**config.mk**
```make
export PLATFORM = sky130hd
export DESIGN_NAME = hazard_ctrl
export DESIGN_NICKNAME = d
export VERILOG_FILES = /design/src/rtl/hazard_ctrl_pkg.sv /design/src/rtl/hazard_ctrl_reg_use_decode.sv /design/src/rtl/hazard_ctrl.sv
export VERILOG_INCLUDE_DIRS = /design/src /design/src/rtl
export SDC_FILE = /design/constraint.sdc
export NUM_CORES = 1
export LEC_CHECK = 0
export CAP_MARGIN = 20
export CORE_MARGIN = 1.5
export CORE_UTILIZATION = 51
export CTS_CLUSTER_DIAMETER = 30
export DETAILED_ROUTE_END_ITERATION = 10
export PLACE_DENSITY = 0.81
export SLEW_MARGIN = 30
export SYNTH_ARGS = -nofsm -noshare
export SYNTH_HDL_FRONTEND = slang
export SYNTH_HIERARCHICAL = 1
export SYNTH_SLANG_ARGS = --single-unit
```
**constraint.sdc**
```tcl
create_clock -name clk -period 3.2 [get_ports clk]
set_input_delay 0.64 -clock clk [delete_from_list [all_inputs] [get_ports clk]]
set_output_delay 0.64 -clock clk [all_outputs]
set_load 0.02 [all_outputs]
```
**src/rtl/opcode.vh**
```
// Base-ISA major opcodes (inst[6:0]) shared by every decoder in the core.
`ifndef OPCODE_VH
`define OPCODE_VH
localparam logic [6:0] OPC_LUI    = 7'b0110111;
localparam logic [6:0] OPC_AUIPC  = 7'b0010111;
localparam logic [6:0] OPC_JAL    = 7'b1101111;
localparam logic [6:0] OPC_JALR   = 7'b1100111;
localparam logic [6:0] OPC_BRANCH = 7'b1100011;
localparam logic [6:0] OPC_LOAD   = 7'b0000011;
localparam logic [6:0] OPC_STORE  = 7'b0100011;
localparam logic [6:0] OPC_ARI_I  = 7'b0010011;
localparam logic [6:0] OPC_ARI_R  = 7'b0110011;
localparam logic [6:0] OPC_CSR    = 7'b1110011;
`endif

```
**src/rtl/hazard_ctrl_pkg.sv**
```systemverilog
// Shared types for the hazard/forwarding controller: shadow-register records and per-cycle action.
package hazard_ctrl_pkg;
  `include "opcode.vh"

  typedef struct packed {
    logic       v;
    logic [4:0] rd;
    logic       we;
    logic       ld;
  } x_shadow_t;

  typedef struct packed {
    logic       v;
    logic [4:0] rd;
    logic       we;
  } mw_shadow_t;

  typedef enum logic [2:0] {
    ACT_RESET,
    ACT_FREEZE,
    ACT_FLUSH,
    ACT_STALL,
    ACT_ADVANCE
  } action_t;

  // A producer hits a consumer source when it really writes a nonzero rd that the consumer reads.
  function automatic logic src_hit(input logic v, input logic we, input logic [4:0] rd,
                                   input logic uses, input logic [4:0] rs);
    return v & we & (rd != 5'd0) & uses & (rd == rs);
  endfunction
endpackage

```
**src/rtl/hazard_ctrl_reg_use_decode.sv**
```systemverilog
// Register-usage decode of the instruction in D; purely combinational, zero latency.
module reg_use_decode
  import hazard_ctrl_pkg::*;
(
  input  logic [31:0] inst,
  input  logic        valid,
  output logic [4:0]  rs1,
  output logic [4:0]  rs2,
  output logic [4:0]  rd,
  output logic        uses_rs1,
  output logic        uses_rs2,
  output logic        writes_rd,
  output logic        is_load
);
  logic [6:0] opc;
  logic       unused_bits;

  assign opc         = inst[6:0];
  assign rs1         = inst[19:15];
  assign rs2         = inst[24:20];
  assign rd          = inst[11:7];
  assign unused_bits = ^{inst[31:25], inst[13:12]};

  always_comb begin
    uses_rs1  = 1'b1;
    uses_rs2  = 1'b0;
    writes_rd = 1'b0;
    is_load   = 1'b0;
    case (opc)
      OPC_LUI, OPC_AUIPC, OPC_JAL: uses_rs1 = 1'b0;
      // CSR immediate forms carry a zimm in the rs1 field
      OPC_CSR: uses_rs1 = ~inst[14];
      OPC_JALR, OPC_BRANCH, OPC_LOAD, OPC_STORE, OPC_ARI_I, OPC_ARI_R: uses_rs1 = 1'b1;
      default: uses_rs1 = 1'b1;
    endcase
    uses_rs2  = (opc == OPC_ARI_R) | (opc == OPC_STORE) | (opc == OPC_BRANCH);
    writes_rd = (opc != OPC_STORE) & (opc != OPC_BRANCH) & (rd != 5'd0);
    is_load   = (opc == OPC_LOAD);
    if (!valid) begin
      uses_rs1  = 1'b0;
      uses_rs2  = 1'b0;
      writes_rd = 1'b0;
      is_load   = 1'b0;
    end
  end
endmodule

```
**src/rtl/hazard_ctrl.sv**
```systemverilog
// Hazard/forwarding control for the D/X/MW pipe: combinational stall/bubble/wb2d, registered fwd_x.
// Priority rst > mem_busy > flush > load-use > advance; load-use costs one stall cycle.
module hazard_ctrl
  import hazard_ctrl_pkg::*;
#(
  parameter int CNT_W = 32
) (
  input  logic             clk,
  input  logic             rst,
  input  logic [31:0]      d_inst,
  input  logic             d_valid,
  input  logic             flush,
  input  logic             mem_busy,
  output logic             wb2d_a,
  output logic             wb2d_b,
  output logic             fwd_x_a,
  output logic             fwd_x_b,
  output logic             stall_f,
  output logic             bubble_x,
  output logic [CNT_W-1:0] cnt_stall,
  output logic [CNT_W-1:0] cnt_flush,
  output logic [CNT_W-1:0] cnt_freeze
);
  logic [4:0] rs1, rs2, rd;
  logic       uses_rs1, uses_rs2, writes_rd, is_load;

  reg_use_decode u_dec (
    .inst      (d_inst),
    .valid     (d_valid),
    .rs1       (rs1),
    .rs2       (rs2),
    .rd        (rd),
    .uses_rs1  (uses_rs1),
    .uses_rs2  (uses_rs2),
    .writes_rd (writes_rd),
    .is_load   (is_load)
  );

  x_shadow_t  x_q;
  mw_shadow_t mw_q;
  logic       fwd_a_q, fwd_b_q;
  logic       load_use;
  action_t    act;

  assign load_use = x_q.ld & (src_hit(x_q.v, x_q.we, x_q.rd, uses_rs1, rs1) |
                              src_hit(x_q.v, x_q.we, x_q.rd, uses_rs2, rs2));

  always_comb begin
    act      = ACT_ADVANCE;
    stall_f  = 1'b0;
    bubble_x = 1'b0;
    if (rst) begin
      act = ACT_RESET;
    end else if (mem_busy) begin
      act     = ACT_FREEZE;
      stall_f = 1'b1;
    end else if (flush) begin
      act      = ACT_FLUSH;
      bubble_x = 1'b1;
    end else if (load_use) begin
      act      = ACT_STALL;
      stall_f  = 1'b1;
      bubble_x = 1'b1;
    end
  end

  // MW->D bypass reads the regfile-write record directly; gated so reset drives it low
  assign wb2d_a = ~rst & src_hit(mw_q.v, mw_q.we, mw_q.rd, uses_rs1, rs1);
  assign wb2d_b = ~rst & src_hit(mw_q.v, mw_q.we, mw_q.rd, uses_rs2, rs2);

  assign fwd_x_a = fwd_a_q;
  assign fwd_x_b = fwd_b_q;

  always_ff @(posedge clk) begin
    case (act)
      ACT_RESET: begin
        x_q     <= '0;
        mw_q    <= '0;
        fwd_a_q <= 1'b0;
        fwd_b_q <= 1'b0;
      end
      ACT_FREEZE: begin
        x_q     <= x_q;
        mw_q    <= mw_q;
        fwd_a_q <= fwd_a_q;
        fwd_b_q <= fwd_b_q;
      end
      ACT_FLUSH, ACT_STALL: begin
        mw_q    <= '{v: x_q.v, rd: x_q.rd, we: x_q.we};
        x_q     <= '0;
        fwd_a_q <= 1'b0;
        fwd_b_q <= 1'b0;
      end
      default: begin
        mw_q    <= '{v: x_q.v, rd: x_q.rd, we: x_q.we};
        x_q     <= '{v: d_valid, rd: rd, we: writes_rd, ld: is_load};
        // loads never reach this path with a matching source, but their data is not ready in X
        fwd_a_q <= ~x_q.ld & src_hit(x_q.v, x_q.we, x_q.rd, uses_rs1, rs1);
        fwd_b_q <= ~x_q.ld & src_hit(x_q.v, x_q.we, x_q.rd, uses_rs2, rs2);
      end
    endcase
  end

  localparam logic [CNT_W-1:0] CNT_MAX = '1;
  localparam logic [CNT_W-1:0] CNT_ONE = CNT_W'(1);

  always_ff @(posedge clk) begin
    if (rst) begin
      cnt_stall  <= '0;
      cnt_flush  <= '0;
      cnt_freeze <= '0;
    end else begin
      if (act == ACT_STALL && cnt_stall != CNT_MAX) cnt_stall <= cnt_stall + CNT_ONE;
      if (act == ACT_FLUSH && cnt_flush != CNT_MAX) cnt_flush <= cnt_flush + CNT_ONE;
      if (act == ACT_FREEZE && cnt_freeze != CNT_MAX) cnt_freeze <= cnt_freeze + CNT_ONE;
    end
  end
endmodule
```
# After elaboration in Yosys (flattened, before gate mapping)
# Cells that the tools add are included.
[op_classes]
multipliers = 0
muxes = 20
shift = 0
reduce_logical = 9
div = 0
n_bitwise = 25
n_eq_ne = 20
add_sub_neg = 3
magnitude_cmp = 0
[op_table]
columns = ["operator", "count"]
rows = [
  ["adder 32 x 1 -> 32 bit, second input constant", 3],
  ["!= test 32 bit, second input constant", 3],
  ["equality test 7 x 6 -> 1 bit, second input constant", 3],
  ["equality test 7 bit, second input constant", 3],
  ["equality test 5 bit", 4],
  ["AND 1 bit", 19],
  ["one-hot mux 8 bit (2 select lines)", 1],
  ["nonzero test 5 bit", 3],
  ["one-hot mux 7 bit (2 select lines)", 1],
  ["2-to-1 mux 3 bit", 4],
  ["2-to-1 mux 1 bit", 11],
  ["equality test 7 x 2 -> 1 bit, second input constant", 1],
  ["equality test 7 x 5 -> 1 bit, second input constant", 1],
  ["!= test 7 x 6 -> 1 bit, second input constant", 1],
  ["!= test 7 bit, second input constant", 1],
  ["equality test 3 x 2 -> 1 bit, second input constant", 2],
  ["one-hot mux 1 bit (2 select lines)", 3],
  ["OR reduction 3 bit", 2],
  ["equality test 3 x 1 -> 1 bit, second input constant", 1],
  ["logical AND 1 bit", 3],
  ["zero test 3 bit", 1],
  ["NOT 1 bit", 3],
  ["bitwise OR 1 bit", 3],
]
[word_totals]
latch_bits = 0
ff_bits = 113
n_memories = 0
word_cells = 89
input_bits = 37
output_inout_bits = 102
mem_bits_ro = 0
ram_bits = 0

# Logic depth before layout (Yosys ltp)
# Gate-level depths: netlist of the first run.
[depth]
word_depth = 15
ltp_mapped = 10
mapped_depth_nobuf = 8

# Modules after synthesis
# Netlist of the first run, hierarchy kept.
[modules_own_cells]
columns = ["module", "seq_area_each_um2", "cells_each", "n_inst", "area_per_inst_um2"]
rows = [
  ["hazard_ctrl", 2432.3, 675, 1, 5748.0],
  ["reg_use_decode", 0.0, 29, 1, 216.5],
]

# Worst setup path before layout of the first run
# No wires, ideal clock.
[synth_path]
path_type = "input to output"
from = "input port d_inst[5]"
to = "output port bubble_x"
t_required_ns = 2.560
arrival_ns = 2.420
path_slack_ns = 0.140
path_stages = 8
path_buffers = 0
path_cell_list = "and4b_1 > o2111ai_1 > o311a_1 > nand4_1 > nor3_1 > o211a_1 > nor2_1 > nor3_1"
[synth_via]
elab_chain_len = 12
word_cells_on_any_way = 23
classes_between = "7 x eq/ne; 7 x mux; 8 x bitwise; 1 x reduce/logical"
[synth_lines]
columns = ["element", "line", "source"]
rows = [
  ["start: declaration", "hazard_ctrl.sv:10", "input logic [31:0] d_inst,"],
  ["equality test 7 x 6 -> 1 bit (tied with other cells)", "hazard_ctrl_reg_use_decode.sv:29", "case (opc)"],
  ["OR reduction 3 bit", "hazard_ctrl_reg_use_decode.sv:29", ""],
  ["one-hot mux 1 bit (2 select lines) *", "hazard_ctrl_reg_use_decode.sv:29", ""],
  ["2-to-1 mux 1 bit *", "hazard_ctrl_reg_use_decode.sv:39", "if (!valid) begin"],
  ["via uses_rs1", "hazard_ctrl.sv:25", "logic uses_rs1, uses_rs2, writes_rd, is_load;"],
  ["AND 1 bit * (2 in series)", "hazard_ctrl_pkg.sv:29", "return v & we & (rd != 5'd0) & uses & (rd == rs);"],
  ["bitwise OR 1 bit *", "hazard_ctrl.sv:45", "assign load_use = x_q.ld & (src_hit(x_q.v, x_q.we, x_q.rd, uses_rs1, rs1) |"],
  ["AND 1 bit *", "hazard_ctrl.sv:45", ""],
  ["2-to-1 mux 1 bit *", "hazard_ctrl.sv:60", "end else if (load_use) begin"],
  ["2-to-1 mux 1 bit *", "hazard_ctrl.sv:57", "end else if (flush) begin"],
  ["2-to-1 mux 1 bit *", "hazard_ctrl.sv:54", "end else if (mem_busy) begin"],
  ["2-to-1 mux 1 bit *", "hazard_ctrl.sv:52", "if (rst) begin"],
  ["end: declaration", "hazard_ctrl.sv:19", "output logic bubble_x,"],
]
# The timed path passes the listed nets; every way through them passes the cells marked *.

# Worst setup path in the final report of the first run
[layout_path]
from = "input port d_inst[3]"
to = "output port bubble_x"
# The elaborated chain is that of the path after synthesis.

==> flow_summary.toml, run 1 <==
[synthesis]
yosys-top-cells-area = "dfxtp_1 32%, edfxtp_1 8.6%, xor2_1 5.4%"
ys_types = 58
synth_top_area_share_pct = 32.22
yosysSeqAreaShare_pct = 40.78
synth-edff-count = 17
ys_ff_latch = 113
synth_area_per_cell_sq_um = 8.472
ys_async_sr_fraction_pct = 0
yosysWarnings = 6
syn-num-nets = 744
synthCells = 704
post-synth-top-area-cell = "dfxtp_1"
netlist_area_sq_um = 5964
ys.flop_type = "dfxtp_1"

[final_layout]
stdcell_count = 1005
synthToLayoutAreaGrowth_pct = 36.40
fin_area_sq_um = 8135
antenna_cells = 0
nets = 889
drive_above_1_share_pct = 10.09
final.fill_count = 897

[clocking]
cts_buffers = 17
clock_latency_ps = 410
cts_root_buf = "clkbuf_16"
cts_sinks = 113
cts.path.max_buffers = 2
clk_pin_slew_worst_paths_ps = 50
cts_hold_buffers = 0
htree_levels = 4
cts_tree = "built"

[timing]
fmax_mhz = 317.8
whs_ps = 502.6
setup_viol = 0
min_period_over_period_pct = 98.34
hold_viol = 0
report.final.slew_viol_count = 0
post-route-min-period_ps = 3147
setup_tns_ps = 0
clock_skew_ps = 5.464
relSlewSlack_pct = 54.95
tightest_slew_ps = 673.2

[placed_design]
place_area_sq_um = 7477
place_hpwl_um = 11830
dpl.cell_count = 971
io_buffers = 129
place.gp.congestion = 0.9136

[detailed_routing]
postRouteAntennaNets = 0
route.detailed.vias_per_inst = 5.931
drc = 0
dr_total_vias = 5961
first_pass_iters = 7
wl_per_cell_um = 16.41
drt_iter0_drc = 521
wl_um = 16490

[die]
ios = 139
coreArea_sq_um = 11420
std_cell_rows = 39
initial_core_util_pct = 52.24
die_height_um = 111.1
die_width_um = 111.1
die_area_sq_um = 12350

[critical_path]
crit_path_end_kind = "output port"
crit_path_max_fanout = 4
critPathKind = "in -> out"
crit_arrival_ps = 2510
critPathLaunchType = "input port"
critPathRequiredTime_ps = 2560

[outcome]
status = "complete, no violations"

[grt]
grt_pass1_vias = 5808
grt_max_degree = 62
grt_pass1_wl_um = 27510
gr-total-overflow = 0
track_usage_pct = 26.98
antenna_found_initial = 0

[pwr]
p_leak_nw = 2.770
vdd_drop_max_v = 0.0003294
total_power_w = 0.003707
pwr_density_cell_nw_per_um2 = 455.7

[min_path]
hold_path.class = "reg -> reg"

[flow_run]
maxCapViolations = 0
[where the power goes]
group,switching [W],internal (W)
clock,0.000653,0.00138
combinational,0.0000943,0.0000882
sequential,0.0000243,0.00147
[routing by layer]
layer,part of all wire [%],GRT usage [%],vias up,wire length [um]
li1,-,-,2857,-
met1,41,31.22,2803,6750
met2,50,47.49,258,8222
met3,6.3,6.124,43,1044
met4,2.9,12.24,0,471
met5,0,0,-,0
[cell usage after synthesis (all sizes together), types with 7 or more instances]
cell and n:
dfxtp 96, nor2 85, nand2 46, a21oi 42
nand4 42, nand3 37, xor2 37, o21ai 31
or3 31, xnor2 28, nor3 22, nor4 21
buf 19, clkbuf 19, nor2b 19, edfxtp 17
inv 17, or4 15, and4 9, o31ai 9
and3 8, and2 7
[worst max-delay path: stages]
cell	delay, ps
dlygate4sd2_1	270
or4b_4	560
o311a_1	340
nand4_1	100
nor3_2	60
o211a_1	230
nor2_1	90
nor3_1	60
buf_2	160
[final timing paths]
check                                             endpoint  slack [ps]  depth (start not counted)                        from
worst max-delay path                              bubble_x          50                          9                   d_inst[3]
worst min-delay path            cnt_stall[22]$_SDFFE_PP0P_         500                          2  cnt_stall[22]$_SDFFE_PP0P_
worst max register to register  cnt_stall[25]$_SDFFE_PP0P_         530                          7   cnt_stall[3]$_SDFFE_PP0P_
worst min register to register  cnt_stall[22]$_SDFFE_PP0P_         500                          2  cnt_stall[22]$_SDFFE_PP0P_
[state kept, by name (all words and copies together), names as in the netlist]
signal / flops
cnt_flush: 32
x_q: 8
mw_q: 7
fwd_x_a: 1
cnt_freeze: 32
fwd_x_b: 1
cnt_stall: 32
[metrics by stage]
stage | utilization, % | worst slack [ps]
detailed placement | 65.48 | -581.4
global route | 71.25 | -0.2560
finish | 71.25 | 53.20
CTS | 71.09 | -47.22
floorplan | - | 140.1
global placement | 65.48 | -550.3
[placed cells by master (no fill, tap or decap), types with 3 or more instances in the layout]
cell type        count
o21ai_0             29
and3_1               8
nor4b_1              5
clkinv_2             4
mux2_2               5
clkbuf_8             4
dlygate4sd2_1        5
or3_1               31
nor2b_1             19
dlymetal6s2s_1       4
a21oi_1             42
bufinv_16            4
ha_1                 3
inv_1               17
nor4_2               4
o41ai_1              3
xor2_1              37
and4_1               9
nor2_1              85
clkbuf_16           17
nand2_1             46
buf_4               36
or4_1               15
dfxtp_1             96
xnor2_1             28
nor4_1              16
nor3_1              21
nand3_1             37
or4b_1               3
edfxtp_1            17
o31ai_1              9
and2_1               6
nand4_1             41
clkdlybuf4s50_1    117
[cell type report]
| type | count | area (sq um) | area share [%] |
|---|---|---|---|
| flip-flops and latches | 113 | 2432 | 29.90 |
| clock inverters | 10 | 153.9 | 1.892 |
| multi-input cells | 536 | 3277 | 40.28 |
| repair buffers | 164 | 1545 | 18.99 |
| inverters | 17 | 63.81 | 0.7844 |
| clock buffers | 22 | 484.2 | 5.952 |
| well taps | 143 | 178.9 | 2.199 |
[kinds of logic (layout without fill, tap and decap cells)]
group	Yosys count	count (layout)	synth area share, %
and+or+nand+nor	363	363	33.48
DFF	113	113	40.78
AOI/OAI and AO/OA	98	98	9.713
xor gates and xnor gates	65	65	9.545
buffers and inverters	55	213	4.573
muxes	7	7	1.280
adders and majority gates	3	3	0.6294
[repair_timing]
| item | 4_1_cts | 5_1_grt |
|---|---|---|
| gates cloned | 0 | 0 |
| hold endpoints to repair | 0 | 0 |
| setup buffers | 1 | 1 |
| pin swaps | 6 | 8 |
| gates resized for setup | 16 | 4 |
| endpoints found under the setup margin | 4 | 4 |
(Power assumes the default switching activity.)
==> run 2, diff against run 1 <==
--- a/config.mk
+++ b/config.mk
@@ -8,10 +8,10 @@
 export LEC_CHECK = 0
 export CAP_MARGIN = 20
 export CORE_MARGIN = 1.5
-export CORE_UTILIZATION = 51
+export CORE_UTILIZATION = 35
 export CTS_CLUSTER_DIAMETER = 30
 export DETAILED_ROUTE_END_ITERATION = 10
-export PLACE_DENSITY = 0.81
+export GPL_TIMING_DRIVEN = 0
 export SLEW_MARGIN = 30
 export SYNTH_ARGS = -nofsm -noshare
 export SYNTH_HDL_FRONTEND = slang
==> run 2 against run 1 <==
  * Cell count rose by 8.8%
  * Routed wire length grew 3.9%
  * Sequential share of layout area fell by 0.26 points
  * Clock power decreased by 10%
  * Global-route usage down 6.8 points
  * Via count fell by 2.1%
  * Flip-flop and latch count unchanged
  * Largest power group unchanged
==> flow_summary.toml, run 2 (synthesized netlist as in run 1, its figures left out) <==
[clocking]
htree_levels = 4
cts_root_buf = "clkbuf_16"
clock_latency_ps = 410
cts.path.max_buffers = 2
cts_hold_buffers = 0
clk_pin_slew_worst_paths_ps = 50
cts_tree = "built"
cts_sinks = 113
cts_buffers = 17

[placed_design]
preCtsSetupSlack_ps = -1358
place.gp.congestion = 0.8508
place_hpwl_um = 12320
io_buffers = 119
place_area_sq_um = 7431

[final_layout]
final_common_cell = "clkdlybuf4s50_1"
nets = 901
drive_above_1_share_pct = 11.68
fin_area_sq_um = 8208
top_regs = "cnt_flush x32, cnt_freeze x32, cnt_stall x32"
antenna_cells = 0
final.fill_count = 1639
most-common-layout-cells = "108 x clkdlybuf4s50_1, 96 x dfxtp_1, 84 x nor2_1"
synthToLayoutAreaGrowth_pct = 37.61
final_util_pct = 49.32

[die]
coreArea_sq_um = 16640
die_width_um = 133.5
ios = 139
initial_core_util_pct = 35.84
die_height_um = 133.5
die_area_sq_um = 17830
std_cell_rows = 47

[grt]
antenna_found_initial = 0
grt_max_degree = 23
track_usage_pct = 20.13
grt_pass1_vias = 5590
gr-total-overflow = 0
grt_pass1_wl_um = 28570

[min_path]
min-delay-start = "cnt_stall[17]$_SDFFE_PP0P_"
hold_path.class = "reg -> reg"
hold_depth = 2
whs_endpoint = "cnt_stall[17]$_SDFFE_PP0P_"

[critical_path]
critPathRequiredTime_ps = 2560
crit_arrival_ps = 2520
critPathKind = "in -> out"
r2r_start = "cnt_stall[3]$_SDFFE_PP0P_"
rr_worst_depth = 8
r2r-end = "cnt_stall[15]$_SDFFE_PP0P_"
critPathLaunchType = "input port"
r2r_slack_ps = 250
crit_path_end_kind = "output port"
crit_path_max_fanout = 3
cp-startpoint = "d_inst[1]"

[detailed_routing]
drt_iter0_drc = 388
wl_um = 17140
drc = 0
dr_total_vias = 5835
wl_per_cell_um = 15.68
route.detailed.vias_per_inst = 5.339
first_pass_iters = 5
postRouteAntennaNets = 0

[timing]
report.final.slew_viol_count = 0
clock_skew_ps = 8.790
tightest_slew_ps = 801.4
fmax_mhz = 316.0
post-route-min-period_ps = 3165
setup_viol = 0
rsz0062_at_grt = "yes"
min_period_over_period_pct = 98.90
hold_viol = 0
relSlewSlack_pct = 46.51
layout_setup_ws_ps = 35.08

[pwr]
p_leak_nw = 2.707
pwr_density_cell_nw_per_um2 = 428.2
vdd_drop_max_v = 0.0003720

[flow_run]
maxCapViolations = 0

[outcome]
status = "complete, no violations"
-- run 2: changes by cell type in the layout (fill, tap and decap cells not counted), sizes merged --
cell	previous run	this run
buf	38	44
bufinv	4	1
inv	18	17
clkbuf	22	46
clkdlybuf4s50	117	108
dlymetal6s2s	4	1
clkdlybuf4s15	0	2
clkinvlp	1	0
dlygate4sd2	5	1
-- run 2: final cells by class --
cell class	count	area (sq um)	share of cell area, %
multi-input cells	536	3319	40.44
clock buffers	26	529.3	6.448
inverters	17	63.81	0.7774
flip-flops and latches	113	2432	29.63
plain buffers	36	203.9	2.485
well taps	220	275.3	3.354
clock inverters	5	50.05	0.6098
repair buffers	140	1334	16.25
-- run 2: repair_timing --
action | 4_1_cts | 5_1_grt
pin swaps | 8 | 8
setup buffers | 19 | 2
setup endpoints to repair | 36 | 28
gates resized for setup | 40 | 13
-- run 2: worst max-delay path: stages --
cell     delay (ps)
buf_4           100
nand2_2          60
or4b_4          540
o311a_4         390
nand4_1         130
nor3_4           60
o211a_1         250
nor2_2          100
nor3_2           60
buf_4           190
-- run 2: worst max-delay path by stage --
stage               depth (start not counted)       end  slack, ps
floorplan                                   8  bubble_x        140
global placement                           10  bubble_x      -1430
detailed placement                         10  bubble_x      -1360
CTS                                        10  bubble_x        -80
global route                               10  bubble_x        -50
finish                                     10  bubble_x         40
-- run 2: routing by layer --
metal  up-vias  share of wire (%)  wire length, um  global-route usage [%]
met5         -                  0                0                       0
met4         0                1.4              239                   6.099
met3        22                5.6              954                   5.365
met2       171                 48             8216                   33.28
met1      2758                 45             7725                   25.71
li1       2884                  -                -                       -
-- run 2: where the power goes --
| part | internal (W) | leakage, nW | switching, W |
|---|---|---|---|
| Combinational | 0.0000941 | 1.46 | 0.000104 |
| Clock | 0.00120 | 0.292 | 0.000623 |
| Sequential | 0.00147 | 0.958 | 0.0000237 |
| Total | 0.00276 | 2.71 | 0.000750 |
-- run 2: metrics by stage --
step	std cells	TNS, ps	power, W	hold WS (ps)
final	1093	0	0.003515	495.6
after global routing	1093	-53.92	0.003640	542.6
after CTS	1092	-100.4	0.003545	501.4
after detailed placement	1043	-27760	0.001698	494.0
after global placement	1043	-29410	0.001696	484.4
after floorplan	704	0	0.001621	536.5
==> edit 1: new RTL, settings of run 1 <==
Make the reset (`rst`) asynchronous in one clocked block.
--- a/src/rtl/hazard_ctrl.sv
+++ b/src/rtl/hazard_ctrl.sv
@@ -104,7 +104,7 @@
   localparam logic [CNT_W-1:0] CNT_MAX = '1;
   localparam logic [CNT_W-1:0] CNT_ONE = CNT_W'(1);
 
-  always_ff @(posedge clk) begin
+  always_ff @(posedge clk or posedge rst) begin
     if (rst) begin
       cnt_stall  <= '0;
       cnt_flush  <= '0;
Check against the original RTL: differs if rst is asserted again (counterexample within 4 cycles, from zero or initial values and one cycle with rst high); with rst held inactive, the same outputs for 4 cycles.
==> edit 1 against run 1 <==
  * Synthesized area down 2.6%
  * Cell area is 0.71% lower
  * Sequential share of layout area rose by 6.2 points
  * Setup slack got worse by 36 ps
  * Count of clock-buffer cells in the layout up 3
  * Sequential cell count is the same
  * Routed wire length shrank 12%
Power is not compared: it rests on default switching activity, and its combinational part moved more than twofold at a synthesized area within 25%.
==> edit 1: results (changes against run 1) <==
Setup Skew=7.14 ps (was 5.46 ps); worst hold start=cnt_stall[27]$_DFFE_PP0P_ (was cnt_stall[22]$_SDFFE_PP0P_); H-tree depth=4 (unchanged); Final Critical Period=3180 ps (was 3150 ps); largest net degree at the start of global routing=73 (was 62); Final GP Congestion=0.870 (was 0.914); Tightest Hold Check Type=reg -> reg (unchanged); Nets=753 (was 889); clk slew on worst S/H paths=50 ps (about the same); status=finished clean (unchanged); Synth Flop Type=dfrtp_1 (was dfxtp_1); layout cell share with drive strength beyond 1=16.2% (was 10.1%); wire per inst=16.8 µm (was 16.4 µm); Critical Path AT=2540 ps (was 2510 ps); reg2reg setup slack=610 ps (was 530 ps); DRT Pass-1 Iters=6 (was 7); Initial DRC Count=267 (was 521); GRT Overall Usage=25.0% (was 27.0%); clk buf depth=2 (unchanged); worst r2r path cells=6 (was 7); root buffer cell=clkbuf_16 (unchanged); Yosys cell types=51 (was 58); Ys Warns=6 (unchanged); Worst Hold Path EP=cnt_stall[27]$_DFFE_PP0P_ (was cnt_stall[22]$_SDFFE_PP0P_); vias in the first global route=4,767 (was 5,808); syn nets=582 (was 744); final max-slew violation count=0 (unchanged); global-route wire length before repair=22,900 µm (was 27,500 µm); crit-path max FO=3 (was 4); RR Endpoint=cnt_stall[1]$_DFFE_PP0P_ (was cnt_stall[25]$_SDFFE_PP0P_); hold path cells=1 (was 2); Worst R2R Start=cnt_stall[9]$_DFFE_PP0P_ (was cnt_stall[3]$_SDFFE_PP0P_); synth cell count leaders=96 x dfrtp_1, 58 x xor2_1, 54 x xnor2_1 (was 96 x dfxtp_1, 85 x nor2_1, 46 x nand2_1); normalized max-slew margin=45.9% (was 55.0%); Leakage=0.00352 µW; Detail Placement HPWL=9970 µm (was 11,800 µm); Seq/Total Area, Yosys=50.1% (was 40.8%); asr flop ratio synth=85.0% (was 0%); via/cell ratio=5.53 (was 5.93); largest cells by area after synthesis=dfrtp_1 41%, edfxtp_1 8.8%, xor2_1 8.7%, xnor2_1 8.1%, nand4_1 3.2% (was dfxtp_1 32%, edfxtp_1 8.6%, xor2_1 5.4%, nor2_1 5.3%, nand4_1 4.3%)
-- edit 1: cell types whose count changed after synthesis, moves of 10 or more --
cell,delta
dfrtp_1,+96
clkbuf_1,-17
nor3_1,+10
or4_1,-10
xnor2_1,+26
a21oi_1,-39
xor2_1,+21
or3_1,-28
nor2_1,-54
dfxtp_1,-96
nor2b_1,-12
o21ai_0,-26
nand4_1,-11
-- edit 1: worst max-delay path, stage by stage --
cell	delay, ps
clkdlybuf4s50_1	510
and4b_1	240
o2111ai_2	220
o311a_4	240
and3_4	190
o21ai_2	70
buf_4	150
a21oi_2	130
buf_4	150
-- edit 1: metrics by stage --
stage | hold slack, ps | area, µm² | cells | setup WS [ps]
global route | 504 | 8080 | 864 | -34.6
global placement | 479 | 7370 | 817 | -698
floorplan | 529 | 5840 | 542 | -120
detailed placement | 483 | 7370 | 817 | -751
CTS | 489 | 8030 | 863 | -85.0
finish | 488 | 8080 | 864 | 17.4
-- edit 1: kinds of logic after synthesis --
logic type | synth area share (%)
AOI/OAI and AO/OA | 3.19
xor gates and xnor gates | 16.9
adders and majority gates | 0.646
buffers and inverters | 4.00
DFF | 50.1
muxes | 0.560
and+or+nand+nor | 24.6
-- edit 1: power by group through the flow --
| stage | clock network, µW | logic, µW | registers [µW] |
|---|---|---|---|
| global route | 1790 | 544 | 1650 |
| finish | 1700 | 508 | 1640 |
| detailed placement | 0 | 490 | 1660 |
| floorplan | 0 | 200 | 1720 |
| global placement | 0 | 478 | 1660 |
| CTS | 1720 | 506 | 1640 |
-- edit 1: what timing repair did --
item,in CTS,in global routing
buffers inserted,16,1
hold buffers,0,0
pin swaps,4,7
gates resized for setup,22,14
hold endpoints to repair,0,0
endpoints found under the setup margin,4,5
-- edit 1: final cells by class --
| type | count | area (µm²) |
|---|---|---|
| clock buffers | 25 | 507 |
| multi-input cells | 387 | 2730 |
| fillers | 782 | 2910 |
| inverters | 17 | 67.6 |
| clock inverters | 5 | 26.3 |
| well taps | 140 | 175 |
| flip-flops and latches | 113 | 2910 |
| repair buffers | 177 | 1660 |
-- edit 1: worst max-delay path by stage --
stage                          from  endpoint  slack, ps  cells after the start
after detailed placement  d_inst[1]  bubble_x       -750                      9
after global placement    d_inst[0]   stall_f       -700                      9
final                     d_inst[4]  bubble_x         20                      9
after global routing      d_inst[4]  bubble_x        -30                      9
after CTS                 d_inst[3]  bubble_x        -90                      9
after floorplan                 rst    wb2d_a       -120                      4
-- edit 1: routing by layer --
layer,vias up,global-route usage [%],routed length [µm]
li1,2249,-,-
met1,2359,30.2,6030
met2,143,42.3,7440
met3,31,5.81,744
met4,0,11.7,343
met5,-,0,0
==> edit 2: new RTL, settings of run 1 <==
Without the edit above. The parameter `CNT_W` goes from 32 to 28.
--- a/src/rtl/hazard_ctrl.sv
+++ b/src/rtl/hazard_ctrl.sv
@@ -3,7 +3,7 @@
 module hazard_ctrl
   import hazard_ctrl_pkg::*;
 #(
-  parameter int CNT_W = 32
+  parameter int CNT_W = 28
 ) (
   input  logic             clk,
   input  logic             rst,
Ports: changed (resized cnt_flush, cnt_freeze and cnt_stall); port bits go from 139 to 127. The function was not compared with the original's and may differ.
==> edit 2 against run 1 <==
  * Die area decreased by 9.9%
  * Setup slack about the same
  * Synthesized area decreased by 10%
  * Final cell count decreased by 12%
  * Clock power decreased by 58%
  * Cell area decreased by 13%
  * Sequential cell count decreased by 12
  * Global-route usage decreased by 2.3 points
  * Via count decreased by 12%
  * Sequential power decreased by 10%
  * Routed wire length decreased by 15%
  * Critical path type unchanged
  * Maximum frequency about the same
  * Power decreased by 36%
==> edit 2: results (changes against run 1) <==
placed instance area=6760 µm² (was 7480 µm²); Yosys cell types=53 (was 58); clk slew on worst S/H paths=120 ps (was 50 ps); biggest regs=cnt_flush (28), cnt_freeze (28), cnt_stall (28) (was cnt_flush (32), cnt_freeze (32), cnt_stall (32)); root buffer cell=clkbuf_8 (was clkbuf_16); Ys Warns=6 (unchanged); clock latency on the worst-skew pair=370 ps (was 410 ps); global-route wire length before repair=22,800 µm (was 27,500 µm); Nets=787 (was 889); clk buf depth=2 (unchanged); syn nets=658 (was 744); status=finished clean (unchanged); number of port buffers=117 (was 129); Seq/Total Area, Yosys=40.9% (was 40.8%); Initial DRC Count=238 (was 521); metal3 WL=893 µm (was 1040 µm); DP Worst Slack=-719 ps (was -581 ps); crit-path max FO=3 (was 4); worst vdd ir=0.271 mV (was 0.329 mV); Final GP Congestion=0.885 (was 0.914); largest cells by area after synthesis=dfxtp_1 31%, edfxtp_1 9.5%, xor2_1 5.6%, nor2_1 4.4%, xnor2_1 4.3% (was dfxtp_1 32%, edfxtp_1 8.6%, xor2_1 5.4%, nor2_1 5.3%, nand4_1 4.3%); DRT Pass-1 Iters=4 (was 7); net switching power=594 µW (was 771 µW); synth cell count leaders=84 x dfxtp_1, 63 x nor2_1, 42 x nand3_1 (was 96 x dfxtp_1, 85 x nor2_1, 46 x nand2_1); ANT cells=0 (unchanged); H-tree depth=3 (was 4); Leakage=0.00241 µW (was 0.00277 µW); Tightest Hold Check Type=reg -> reg (unchanged); via/cell ratio=5.88 (was 5.93); cts bufs inserted=9 (was 17); asr flop ratio synth=0% (unchanged); EDFF count, synth=17 (unchanged); Final Cell Area=7060 µm² (was 8140 µm²); Setup Skew=19.4 ps (was 5.46 ps); fillers=812 (was 897); GRT Overall Usage=24.6% (was 27.0%); WL met1=5970 µm (was 6750 µm); layout cell share with drive strength beyond 1=10.6% (was 10.1%); Highest Signal Layer=met4 (unchanged); vias in the first global route=4,957 (was 5,808); wire length on met2=6780 µm (was 8220 µm); Detail Placement HPWL=9970 µm (was 11,800 µm); largest net degree at the start of global routing=61 (was 62); wire per inst=15.7 µm (was 16.4 µm); normalized max-slew margin=50.5% (was 55.0%)
-- edit 2: final cells by class --
type,instances,share of cell area (%)
Clock buffer,9,1.76
Multi-Input combinational cell,465,41.7
Timing Repair Buffer,159,21.3
Clock inverter,7,1.15
Tap cell,136,2.41
Inverter,11,0.585
Sequential cell,101,31.1
-- edit 2: cells by family after synthesis --
kind of cell / Yosys count / synth area share (%)
mux: 4 / 0.818
buf+inv: 52 / 4.95
xor+xnor: 60 / 9.81
simple gates: 305 / 31.7
fa+ha+maj: 3 / 0.701
compound gates: 93 / 11.1
flops: 101 / 40.9
-- edit 2: per-stage QoR --
step                cells  setup TNS (ps)
detailed placement    865           -4460
CTS                   885               0
floorplan             618               0
global placement      865           -3110
finish                888               0
global route          888          -0.992
-- edit 2: worst max-delay path, cell delays in order --
cell           delay, ps
dlygate4sd2_1        230
nand2_1               80
or4b_4               500
o311a_1              340
and3_4               170
o21ai_4              160
nor2_1                60
o21a_1               170
buf_2                150
-- edit 2: what timing repair did --
action,CTS,global route
hold endpoints to repair,0,0
setup endpoints to repair,4,2
gates resized for setup,25,5
setup buffers,4,3
pin swaps,6,3
-- edit 2: final timing paths --
| path | from | end | slack (ps) | depth (start not counted) |
|---|---|---|---|---|
| worst min register to register | cnt_freeze[1]$_SDFFE_PP0P_ | cnt_freeze[1]$_SDFFE_PP0P_ | 520 | 2 |
| worst max register to register | x_q[6]$_SDFFCE_PP0N_ | cnt_stall[8]$_SDFFE_PP0P_ | 470 | 10 |
| worst min-delay path | cnt_freeze[1]$_SDFFE_PP0P_ | cnt_freeze[1]$_SDFFE_PP0P_ | 520 | 2 |
| worst max-delay path | d_inst[0] | stall_f | 50 | 9 |
-- edit 2: power groups by stage --
stage	Sequential (µW)	Combinational (µW)	Clock, µW
global placement	1360	170	0
finish	1340	185	855
detailed placement	1360	178	0
global route	1340	198	912
floorplan	1360	97.3	0
CTS	1340	180	870
-- edit 2: metal layers --
layer | up-vias | global-route usage, %
li1 | 2514 | -
met1 | 2492 | 31.5
met3 | 24 | 5.07
met2 | 193 | 41.4
met5 | - | 0
met4 | 0 | 8.32
